`src/rtl/serial_pattern_detector.sv`:
```
// Serial PAT_LEN-bit pattern detector (MSB first) with a match pulse, a saturating match count and fill tracking.
// Define SERIAL_PATTERN_DETECTOR_OVERLAP_EN for overlapping detection; the default build is non-overlapping.
module serial_pattern_detector #(
   parameter int                 PAT_LEN = 4,
   parameter logic [PAT_LEN-1:0] PATTERN = 4'b1011,
   parameter int                 CNT_W   = 8
) (
   input  logic               clk,
   input  logic               rst_n,
   input  logic               clr,
   input  logic               din,
   input  logic               din_valid,
   output logic               match,
   output logic [CNT_W-1:0]   match_cnt,
   output logic [PAT_LEN-1:0] hist,
   output logic               primed
);

   localparam int                FILL_W    = $clog2(PAT_LEN + 1);
   localparam logic [FILL_W-1:0] FILL_FULL = FILL_W'(PAT_LEN);
   localparam logic [FILL_W-1:0] FILL_ONE  = FILL_W'(1);
   localparam logic [CNT_W-1:0]  CNT_MAX   = {CNT_W{1'b1}};
   localparam logic [CNT_W-1:0]  CNT_ONE   = CNT_W'(1);

   typedef enum logic [1:0] {
      ST_EMPTY   = 2'd0,
      ST_FILLING = 2'd1,
      ST_PRIMED  = 2'd2
   } state_t;

   state_t              r_state;
   logic [FILL_W-1:0]   r_fill;
   logic [PAT_LEN-1:0]  r_hist;
   logic                r_match;
   logic [CNT_W-1:0]    r_cnt;
   logic                r_primed;

   logic [PAT_LEN-1:0]  w_next_hist;
   logic [FILL_W-1:0]   w_fill_inc;
   logic [FILL_W-1:0]   w_fill_next;
   logic                w_hit;
   logic [CNT_W-1:0]    w_cnt_next;
   state_t              w_state_next;

   // Next-state decode for an accepted bit: shifted history, fill count, hit and counter.
   always_comb begin
      w_next_hist = {r_hist[PAT_LEN-2:0], din};
      if (r_state == ST_PRIMED) begin
         w_fill_inc = r_fill;
      end else begin
         w_fill_inc = r_fill + FILL_ONE;
      end
      // The fill gate keeps the zeroed reset history from producing a false hit.
      w_hit = (w_next_hist == PATTERN) && (w_fill_inc == FILL_FULL);
`ifdef SERIAL_PATTERN_DETECTOR_OVERLAP_EN
      w_fill_next = w_fill_inc;
`else
      if (w_hit) begin
         w_fill_next = {FILL_W{1'b0}};
      end else begin
         w_fill_next = w_fill_inc;
      end
`endif
      if (w_fill_next == {FILL_W{1'b0}}) begin
         w_state_next = ST_EMPTY;
      end else if (w_fill_next == FILL_FULL) begin
         w_state_next = ST_PRIMED;
      end else begin
         w_state_next = ST_FILLING;
      end
      if (w_hit && (r_cnt != CNT_MAX)) begin
         w_cnt_next = r_cnt + CNT_ONE;
      end else begin
         w_cnt_next = r_cnt;
      end
   end

   // Fill FSM, history shift register, match pulse and saturating counter.
   always_ff @(posedge clk or negedge rst_n) begin
      if (!rst_n) begin
         r_state  <= ST_EMPTY;
         r_fill   <= {FILL_W{1'b0}};
         r_hist   <= {PAT_LEN{1'b0}};
         r_match  <= 1'b0;
         r_cnt    <= {CNT_W{1'b0}};
         r_primed <= 1'b0;
      end else if (clr) begin
         r_state  <= ST_EMPTY;
         r_fill   <= {FILL_W{1'b0}};
         r_hist   <= {PAT_LEN{1'b0}};
         r_match  <= 1'b0;
         r_cnt    <= {CNT_W{1'b0}};
         r_primed <= 1'b0;
      end else if (din_valid) begin
         r_state  <= w_state_next;
         r_fill   <= w_fill_next;
         r_hist   <= w_next_hist;
         r_match  <= w_hit;
         r_cnt    <= w_cnt_next;
         r_primed <= (w_fill_next == FILL_FULL);
      end else begin
         r_match  <= 1'b0;
      end
   end

   assign match     = r_match;
   assign match_cnt = r_cnt;
   assign hist      = r_hist;
   assign primed    = r_primed;

endmodule
```
`config.mk`:
```
export PLATFORM = sky130hd
export DESIGN_NAME = serial_pattern_detector
export DESIGN_NICKNAME = d
export VERILOG_FILES = /design/src/rtl/serial_pattern_detector.sv
export SDC_FILE = /design/constraint.sdc
export NUM_CORES = 1
export LEC_CHECK = 0
export CELL_PAD_IN_SITES_DETAIL_PLACEMENT = 2
export CELL_PAD_IN_SITES_GLOBAL_PLACEMENT = 2
export CORE_UTILIZATION = 33
export DETAILED_ROUTE_END_ITERATION = 7
export PLACE_DENSITY = 0.85
export SLEW_MARGIN = 25
export SYNTH_ARGS = -nofsm -noshare
export SYNTH_HDL_FRONTEND = slang
export SYNTH_SLANG_ARGS = --single-unit
```
`constraint.sdc`:
```
create_clock -name clk -period 4.8 [get_ports clk]
set_input_delay 0.96 -clock clk [delete_from_list [all_inputs] [get_ports clk]]
set_output_delay 0.96 -clock clk [all_outputs]
set_load 0.01 [all_outputs]
```
Word level (Yosys, flattened, before mapping)
Index checks and enable logic that the tools add are counted.

word-level totals
  bits in registers = 19
  input port bits = 5
  output and inout bits = 14
  logic and storage cells = 36

cells by class
  add/sub/neg operators = 2
  equality and inequality tests = 5
  muxes and demuxes = 17
  reduce and logical (&&, ||, !) cells = 6

operators with widths
  cell                 number
  $mux 8               3
  $mux 3               4
  $add 8x1->8 const B  1
  $mux 2               4
  $mux 4               2
  $ne 8x8->1 const B   1
  $eq 3x3->1 const B   2
  $eq 4x4->1 const B   1
  $mux 1               4
  $reduce_bool 2->1    2
  $add 3x1->3 const B  1
  $logic_not 3->1      1
  $eq 2x2->1 const B   1
  $logic_and 1x1->1    2
  $reduce_and 2->1     1

Longest topological paths before layout
  depth in word-level cells = 10
  gate-level depth with buffers = 7
  depth with buffers taken out = 6

Least setup slack after synthesis
OpenSTA, ideal clock, no wires.

  path kind = input to register
  start point = in din
  end point = reg r_cnt[5] (netlist: match_cnt[5])
  arrival time = 2059 ps
  setup slack = 2662 ps
  cell stages on the path = 5
  buffers on the path = 0
  cell sequence = and4b_1 > and2_4 > o2111ai_4 > or4_1 > a21oi_1

between the ends
  cells in the longest elaborated chain, start to end = 5

ends and longest elaborated chain
  element                             RTL line  RTL
  from (decl)                         11        input logic din,
  $eq 4x4->1                          54        w_hit = (w_next_hist == PATTERN) && (w_fill_inc == FILL_FULL);
  $logic_and 1x1->1                   54
  $logic_and 1x1->1                   71        if (w_hit && (r_cnt != CNT_MAX)) begin
  $reduce_bool 2->1 (no source line)  n/a
  $reduce_and 2->1 (no source line)   n/a
  to (signal assigned)                85        r_cnt <= {CNT_W{1'b0}};
  to (signal assigned)                92        r_cnt <= {CNT_W{1'b0}};
  to (signal assigned)                99        r_cnt <= w_cnt_next;
  to (decl)                           35        logic [CNT_W-1:0] r_cnt;

Every way passes these cells.
A chain may end at the register's enable or synchronous reset.

Final worst setup path
  start point = in din_valid
  end point = reg r_cnt[5] (netlist: match_cnt[5])

between the ends
  cells in the longest elaborated chain, start to end = 2

ends and longest elaborated chain
  element                             RTL line  RTL
  from (decl)                         12        input logic din_valid,
  $reduce_bool 2->1 (no source line)  n/a
  $reduce_and 2->1 (no source line)   n/a

Every way passes these cells.

==> results.txt <==
Top FF cell, synth: dfrtp_1
Reg clk slew, reported paths: 110 ps
RSZ-0062 raised after global routing: no
Layout Area Growth over Synthesis: 24.57%
Netlist cell types: 33
RR Startpoint: r_fill[0]
# port buffers: 18
Comb pwr share: 0.096
Hold worst-path end: hist[3]
CP Max Fanout: 14
Final hold violations: 0
Worst path max stage delay: 850 ps
CP arrival: 3030 ps
Critical Path RT: 5020 ps
Setup crit end kind: register
Sequential share of power: 0.554
Ports: 19
Starting Density: 0.3618
Total power divided by cell area: 244.4 nW/um^2
Worst-Margin Slew: 842.8 ps
Die Span Y: 55.29 um
First-pass GRT wire length: 4043 um
Setup bufs post-CTS: 0
H-tree Lvls: 1
Setup violations, final: 0
DR vias/cell: 5.554
Die Wd: 55.29 um
Clock buffer depth: 2
Clk_lat worst skew: 310 ps
Critical-path cell with the highest stage delay: clkdlybuf4s50_1
Worst Hold Depth: 2
Net Switching: 0.07216 mW
Core box area: 2590 um^2
Worst Hold Launch: hist[3]
Skew final: 5.123 ps
Gp weighted congestion: 0.7695
CTS root buf: clkbuf_4
Final Max Slew Viols: 0
Total grt overflow: 0
Setup slack, reg-to-reg: 2640 ps
Largest net degree at the start of global routing: 19
Leakage: 0.4888 nW
Syn Area/Cell: 10.30 um^2
# resized after CTS: 0
Top cells by area, synth: dfrtp_1 48%, a21oi_1 5.3%, mux2i_1 5.3%
Drc violations: 0
TNS Setup: 0 ps
R2R cell count: 6
Outcome: completed
Int Power: 0.2131 mW
Mapped cell area: 937.1 um^2
Number of CTS-inserted buffers: 3
Synthesized flop and latch total: 18
Crit share post-route: 0.5853
Vias: 772
Mapped Nets: 98
Maximum vdd drop: 0.0001582 V
WL final: 2329 um
CTS sink count: 18
Sw Ratio: 0.2529
Die ar.: 3057 um^2
Critical Path Start Type: primary input
Fin nets: 117
Hold Buf Count CTS: 0
Max_slew headroom: 0.4364
Vias in the first global route: 849
Initial antenna violation count: 0
Number of nets with antenna violations after routing: 0
Layout cell share with drive strength beyond 1: 0.09174
CP Cell Sequence: clkdlybuf4s50_1 -> and2_4 -> o2111ai_4 -> or4_1 -> a21oi_1
Ys Warns: 0
Wirelength per Cell: 16.76 um
Reg-to-Reg End: match_cnt[5]
Cell taking the most area after synthesis: dfrtp_1
Total GRT Usage: 0.1686
DP HPWL: 1637 um
FP Rows: 18
Sequential area share after synthesis: 0.4806
Number of iterations in the first detailed-routing pass: 2
ANT cells: 0
Drt initial violations: 5
Fmax: 0.3559 GHz
Crit Path Class: primary input to register
Max_cap viols: 0
Post-Synthesis Cells: 91
Part of the power in the clock network: 0.351
Hold/Removal Path Class: register to register
CTS tree: done
Number of synthesized flops with an enable pin: 0
Min Tclk post-route: 2810 ps
Final core utilization: 0.4507
Yosys top cell area share: 0.4806
Async S/R FF share, synth: 1.000
-- worst max-delay path, delay by kind of cell --
family	cells	cell delay, ps
AOI/OAI and AO/OA	2	410
buffers and inverters	1	850
and+or+nand+nor	2	810
-- cell usage in the layout (no fill, tap or decap), drive strengths merged, types with 2 or more instances in the layout --
master / n
a21oi: 10
clkbuf: 4
clkdlybuf4s50: 18
dfrtp: 18
ha: 2
mux2i: 5
nand2: 5
nand2b: 3
nand3: 5
nand4: 2
nor2: 9
o21ai: 5
or3: 5
xor2: 2
-- power groups by stage --
stage / Clock, mW / Sequential (mW) / Combinational [mW]
after floorplan: 0 / 0.161 / 0.0153
final: 0.100 / 0.158 / 0.0274
after detailed placement: 0 / 0.161 / 0.0280
after CTS: 0.104 / 0.158 / 0.0281
after global routing: 0.108 / 0.159 / 0.0307
after global placement: 0 / 0.161 / 0.0265
-- stage by stage --
step / cell area (um^2) / hold WS [ps] / worst slack [ps] / instances / total power, mW
6_report: 1167 / 560.2 / 1990 / 139 / 0.2853
3_5_place_dp: 1131 / 533.9 / 1698 / 135 / 0.1890
5_1_grt: 1167 / 589.3 / 1910 / 139 / 0.2976
4_1_cts: 1167 / 566.3 / 2010 / 139 / 0.2905
3_3_place_gp: 1131 / 527.9 / 1811 / 135 / 0.1872
2_1_floorplan: 937.1 / 515.9 / 2662 / 91 / 0.1761
-- worst max-delay path by stage --
| stage | startpoint | to | slack, ps | cells after the start |
|---|---|---|---|---|
| after global routing | din_valid | match_cnt[5] | 1910 | 5 |
| after CTS | din_valid | match_cnt[5] | 2010 | 5 |
| after floorplan | din | match_cnt[5] | 2660 | 5 |
| after global placement | din_valid | match_cnt[5] | 1810 | 5 |
| after detailed placement | din_valid | match_cnt[5] | 1700 | 5 |
| final | din_valid | match_cnt[5] | 1990 | 5 |
-- cell type report --
cell class              count  area (um^2)
well taps                  30        37.54
repair buffers             18        180.2
clock buffers               4        36.28
inverters                   1        3.754
fillers                   275         1423
multi-input cells          68        459.2
flip-flops and latches     18        450.4
-- cell families (layout without fill, tap and decap cells) --
family,after synthesis,count (layout),share of synthesized area
xor gates and xnor gates,2,2,0.01870
and+or+nand+nor,39,39,0.2417
adders and majority gates,2,2,0.02670
muxes,6,6,0.06542
DFF,18,18,0.4806
AOI/OAI and AO/OA,19,19,0.1375
buffers and inverters,5,23,0.02935
-- per-layer routing --
metal	part of all wire	vias to the layer above	wire length, um	global-route usage
li1	-	363	-	-
met1	0.47	391	1096	0.2110
met2	0.47	14	1105	0.2737
met3	0.040	4	94	0.04918
met4	0.015	0	34	0.06429
met5	0	-	0	0
-- cell usage after synthesis, types with 2 or more instances --
| cell type | instances |
|---|---|
| a21oi_1 | 10 |
| dfrtp_1 | 18 |
| ha_1 | 2 |
| mux2i_1 | 5 |
| nand2_1 | 5 |
| nand2b_1 | 2 |
| nand3_1 | 5 |
| nand4_1 | 2 |
| nor2_1 | 9 |
| o21ai_0 | 5 |
| or3_1 | 5 |
| xor2_1 | 2 |
-- registers in the layout, indices dropped and copies added (netlist names) --
name       count
r_fill         3
hist           4
match          1
r_state        2
match_cnt      8
Note: power is estimated with default switching activity, not from simulation.
==> patch 1 (same settings) <==
Make the reset (`rst_n`) synchronous in one clocked block.
--- a/src/rtl/serial_pattern_detector.sv
+++ b/src/rtl/serial_pattern_detector.sv
@@ -77,5 +77,5 @@
 
    // Fill FSM, history shift register, match pulse and saturating counter.
-   always_ff @(posedge clk or negedge rst_n) begin
+   always_ff @(posedge clk) begin
       if (!rst_n) begin
          r_state  <= ST_EMPTY;
Check against the original RTL: differs if rst_n is asserted again (counterexample within 4 cycles, from zero or initial values and one cycle with rst_n low); with rst_n held inactive, the same outputs for 10 cycles.
==> patch 1 against the unedited design <==
Wire length rose by 0.21%. Power fell by 5.3%. Register-to-register slack improved by 0.28 ns. Critical path type unchanged. Largest power group unchanged. Synthesized area decreased by 4.1%. Worst setup slack better by 0.18 ns. Critical endpoint is now match_cnt[5]$_SDFFE_PP0P_. Sequential cell count is the same. Cell area shrank 2.9%.
==> patch 1: results (changes against the unedited design) <==
Seq/Total Area, Yosys: 40.11% (-8.0 points)
First-pass GRT wire length: 3698 um (-8.5%)
Hold path start: match_cnt[5]$_SDFFE_PP0P_
M1 WL: 1132 um (+3.3%)
Dominant synthesized flop cell: dfxtp_1
Cell Area, Placed: 1097 um^2 (-3.0%)
Routed WL per cell: 15.88 um (-5.2%)
HPWL after DPL: 1697 um (+3.7%)
Outcome: finished clean
TritonRoute pass-1 iters: 3 (+1)
Yosys cell types: 31 (-6.1%)
Met3 Wirelength: 76 um (-19%)
Fillcell total: 284 (+3.3%)
Lkg Pwr: 0.3760 nW (-23%)
R2R setup slack: 2.92 ns (+0.28 ns)
Global placer's final weighted congestion: 0.6937 (-9.9%)
Rel. slew slack: 51.38% (+7.7 points)
Largest net degree at the start of global routing: 18 (-1)
Final Net Count: 125 (+6.8%)
Skew final: 0.003035 ns (-0.002088 ns)
Worst vdd ir: 0.0001339 V (-15%)
Top post-synthesis cells by area: dfxtp_1 (40%), a21oi_1 (5.6%), mux2i_1 (5.6%), nand4_1 (4.2%), or3_1 (4.2%)
Post-synth top cells: dfxtp_1 (18), a21oi_1 (10), nand2_1 (8), nor2_1 (8)
DRT iter0 DRCs: 10 (+5)
Post-synthesis async set-or-reset flop share: 0% (-100 points)
[patch 1: cell count changes in the layout (fill, tap and decap cells not counted), sizes merged, moves of 2 or more]
cell | unedited run | this run
dfrtp | 18 | 0
dfxtp | 0 | 18
nand2 | 5 | 8
nand3 | 5 | 3
nand4 | 2 | 6
o21ai | 5 | 7
[patch 1: worst max-delay path: stages]
cell and delay, ns:
clkdlybuf4s50_1 0.80, nand2_1 0.09, a21oi_1 0.25, o211ai_4 0.21
or3_1 0.39, a21oi_1 0.15
[patch 1: how the worst max path moves through the flow]
stage              start                        end  depth (start not counted)
4_1_cts        din_valid  match_cnt[5]$_SDFFE_PP0P_                          6
3_5_place_dp   din_valid  match_cnt[5]$_SDFFE_PP0P_                          6
3_3_place_gp   din_valid  match_cnt[6]$_SDFFE_PP0P_                          6
2_1_floorplan  din_valid  match_cnt[7]$_SDFFE_PP0P_                          6
5_1_grt        din_valid  match_cnt[6]$_SDFFE_PP0P_                          6
6_report       din_valid  match_cnt[5]$_SDFFE_PP0P_                          6
[patch 1: per-stage QoR]
stage / setup WS [ns] / hold slack (ns)
finish: 2.170 / 0.5363
global route: 2.031 / 0.5657
CTS: 2.152 / 0.5372
detailed placement: 1.806 / 0.5139
global placement: 1.964 / 0.4911
floorplan: 2.911 / 0.4844
[patch 1: power by group through the flow]
| stage | Sequential [mW] | Combinational [mW] | Clock (mW) |
|---|---|---|---|
| final | 0.153 | 0.0167 | 0.101 |
| after global routing | 0.153 | 0.0181 | 0.111 |
| after CTS | 0.153 | 0.0169 | 0.102 |
| after detailed placement | 0.156 | 0.0169 | 0 |
| after global placement | 0.156 | 0.0160 | 0 |
| after floorplan | 0.156 | 0.0102 | 0 |
[patch 1: kinds of logic after synthesis]
family	after synthesis	synth area share, %
adders and majority gates	2	2.785
and+or+nand+nor	46	31.62
muxes	5	5.571
buffers and inverters	6	2.925
xor gates and xnor gates	2	1.950
DFF	18	40.11
AOI/OAI and AO/OA	20	15.04
[patch 1: area by class of cell]
| cell class | instances | area (um^2) | share of cell area (%) |
|---|---|---|---|
| inverter | 2 | 7.507 | 0.6623 |
| tap | 30 | 37.54 | 3.311 |
| sequential | 18 | 360.3 | 31.79 |
| timing repair buffer | 18 | 180.2 | 15.89 |
| clock buffer | 4 | 36.28 | 3.201 |
| multi-input combinational | 75 | 511.7 | 45.14 |
[patch 1: routing by layer]
layer,vias to the layer above,GRT usage (%)
li1,399,-
met1,392,23.61
met2,15,29.07
met3,5,3.672
met4,0,7.692
met5,-,0
==> patch 2 (same flow settings) <==
Made on the original files. The parameter `CNT_W` goes from 8 to 12.
--- a/src/rtl/serial_pattern_detector.sv
+++ b/src/rtl/serial_pattern_detector.sv
@@ -4,5 +4,5 @@
    parameter int                 PAT_LEN = 4,
    parameter logic [PAT_LEN-1:0] PATTERN = 4'b1011,
-   parameter int                 CNT_W   = 8
+   parameter int                 CNT_W   = 12
 ) (
    input  logic               clk,
Interface: changed (resized match_cnt); port bits go from 19 to 23. No check against the original RTL was run, so the function may have changed too.
==> patch 2 against the unedited design <==
Synthesized cell count increased by 32%. Synthesized area grew 26%. Sequential power grew 22%. Power grew 28%. Wire length grew 37%. Worst setup slack better by 0.10 ns. Sequential cell count rose by 4. Cell area is 26% higher. Non-clock buffer count up 4. Critical path type unchanged. Critical endpoint is now match_cnt[11]$_DFFE_PN0P_. Largest power group unchanged.
==> patch 2: results (changes against the unedited design) <==
Cell Area, Placed: 1429 um^2 (+26%)
Placed Cells: 182 (+35%)
Worst-path fanout max: 22 (+8)
Seq/Total Area, Yosys: 46.56% (-1.5 points)
Number of flip-flops in the largest register: 12 (+4)
Worst vdd ir: 0.0001009 V (-36%)
Syn Area/Cell: 9.853 um^2 (-4.3%)
Yosys cell types: 30 (-9.1%)
DRT iter0 DRCs: 31 (+26)
Clock transition at the registers of the reported paths: 0.13 ns (+0.02 ns)
Final Net Count: 148 (+26%)
Routed WL: 3186 um (+37%)
Post-Syn Nets: 127 (+30%)
HPWL after DPL: 2238 um (+37%)
Data arrival time of the critical path: 2.93 ns (-0.10 ns)
Post-synth top cells: dfrtp_1 (22), a21oi_1 (13), nor2_1 (11)
First-pass GRT wire length: 5175 um (+28%)
Largest stage delay, worst path: 0.82 ns (-0.03 ns)
Top post-synthesis cells by area: dfrtp_1 (47%), mux2i_1 (5.9%), a21oi_1 (5.5%), or3_1 (3.7%), nor2_1 (3.5%)
TritonRoute pass-1 iters: 4 (+2)
Fillcell total: 372 (+35%)
Lkg Pwr: 0.5945 nW (+22%)
Total number of vias: 1012 (+31%)
Outcome: finished clean
Clk_lat worst skew: 0.31 ns (about the same)
Port bufs: 22 (+4)
GRT Total Usage: 18.94% (+2.1 points)
==> patch 2: changes by cell type in the layout (fill, tap and decap cells not counted), sizes merged, moves of 2 or more <==
cell	before	now
nand3	5	7
nand2b	3	5
clkdlybuf4s50	18	21
nor2b	1	3
dfrtp	18	22
o21ai	5	7
or3	5	7
or4	1	4
mux2i	5	7
nand4	2	5
nor2	9	11
a21oi	10	13
==> patch 2: area by class of cell <==
type | instances | area (um^2) | area share, %
repair buffers | 22 | 215.2 | 14.58
flip-flops and latches | 22 | 550.5 | 37.29
clock buffers | 3 | 22.52 | 1.525
multi-input cells | 91 | 596.8 | 40.42
well taps | 46 | 57.56 | 3.898
inverters | 1 | 3.754 | 0.2542
clock inverters | 1 | 30.03 | 2.034
==> patch 2: where the power goes <==
part / switching, mW / internal [mW]
Sequential: 0.00355 / 0.189
Clock: 0.0590 / 0.0843
Combinational: 0.0179 / 0.0130
==> patch 2: cells by family (layout without fill, tap and decap cells) <==
kind of cell | after synthesis | in the layout | synth area share (%)
DFF | 22 | 22 | 46.56
xor gates and xnor gates | 1 | 1 | 0.7409
muxes | 9 | 9 | 8.148
adders and majority gates | 2 | 2 | 2.116
buffers and inverters | 7 | 27 | 2.962
AOI/OAI and AO/OA | 25 | 25 | 13.65
and+or+nand+nor | 54 | 54 | 25.82
==> patch 2: final timing paths <==
path                                             from                         to  slack [ns]  cells past startpoint
worst max register to register  r_fill[0]$_DFFE_PN0P_  match_cnt[11]$_DFFE_PN0P_        2.54                      6
max in group asynchronous                       rst_n        hist[0]$_DFFE_PN0P_        3.84                      1
worst min-delay path              hist[3]$_DFFE_PN0P_        hist[3]$_DFFE_PN0P_        0.56                      2
worst max-delay path                        din_valid  match_cnt[11]$_DFFE_PN0P_        2.09                      4
min in group asynchronous                       rst_n   match_cnt[8]$_DFFE_PN0P_        0.60                      1
worst min register to register    hist[3]$_DFFE_PN0P_        hist[3]$_DFFE_PN0P_        0.56                      2
==> patch 2: layer usage <==
layer / routed length [um] / vias up / track usage, %
li1: - / 477 / -
met1: 1443 / 521 / 25.10
met2: 1654 / 12 / 32.72
met3: 63 / 2 / 2.070
met4: 23 / 0 / 5.397
met5: 0 / - / 0
==> patch 2: worst reg2reg max path, delay by kind of cell, from the launching register on <==
kind	cells	cell delay, ns
AND/OR/NAND/NOR	2	0.77
multiplexers	1	0.20
adder cells (fa/ha/maj)	1	0.33
AO/OA/AOI/OAI	2	0.44
flip-flops	1	0.45
==> patch 2: metrics by stage <==
step                util, %  hold WS, ns  power [mW]
finish                43.56       0.5631      0.3665
global route          43.56       0.5988      0.3789
CTS                   43.71       0.5756      0.3728
detailed placement    42.16       0.5364      0.2280
global placement      42.16       0.5089      0.2254
floorplan                 -       0.4872      0.2127
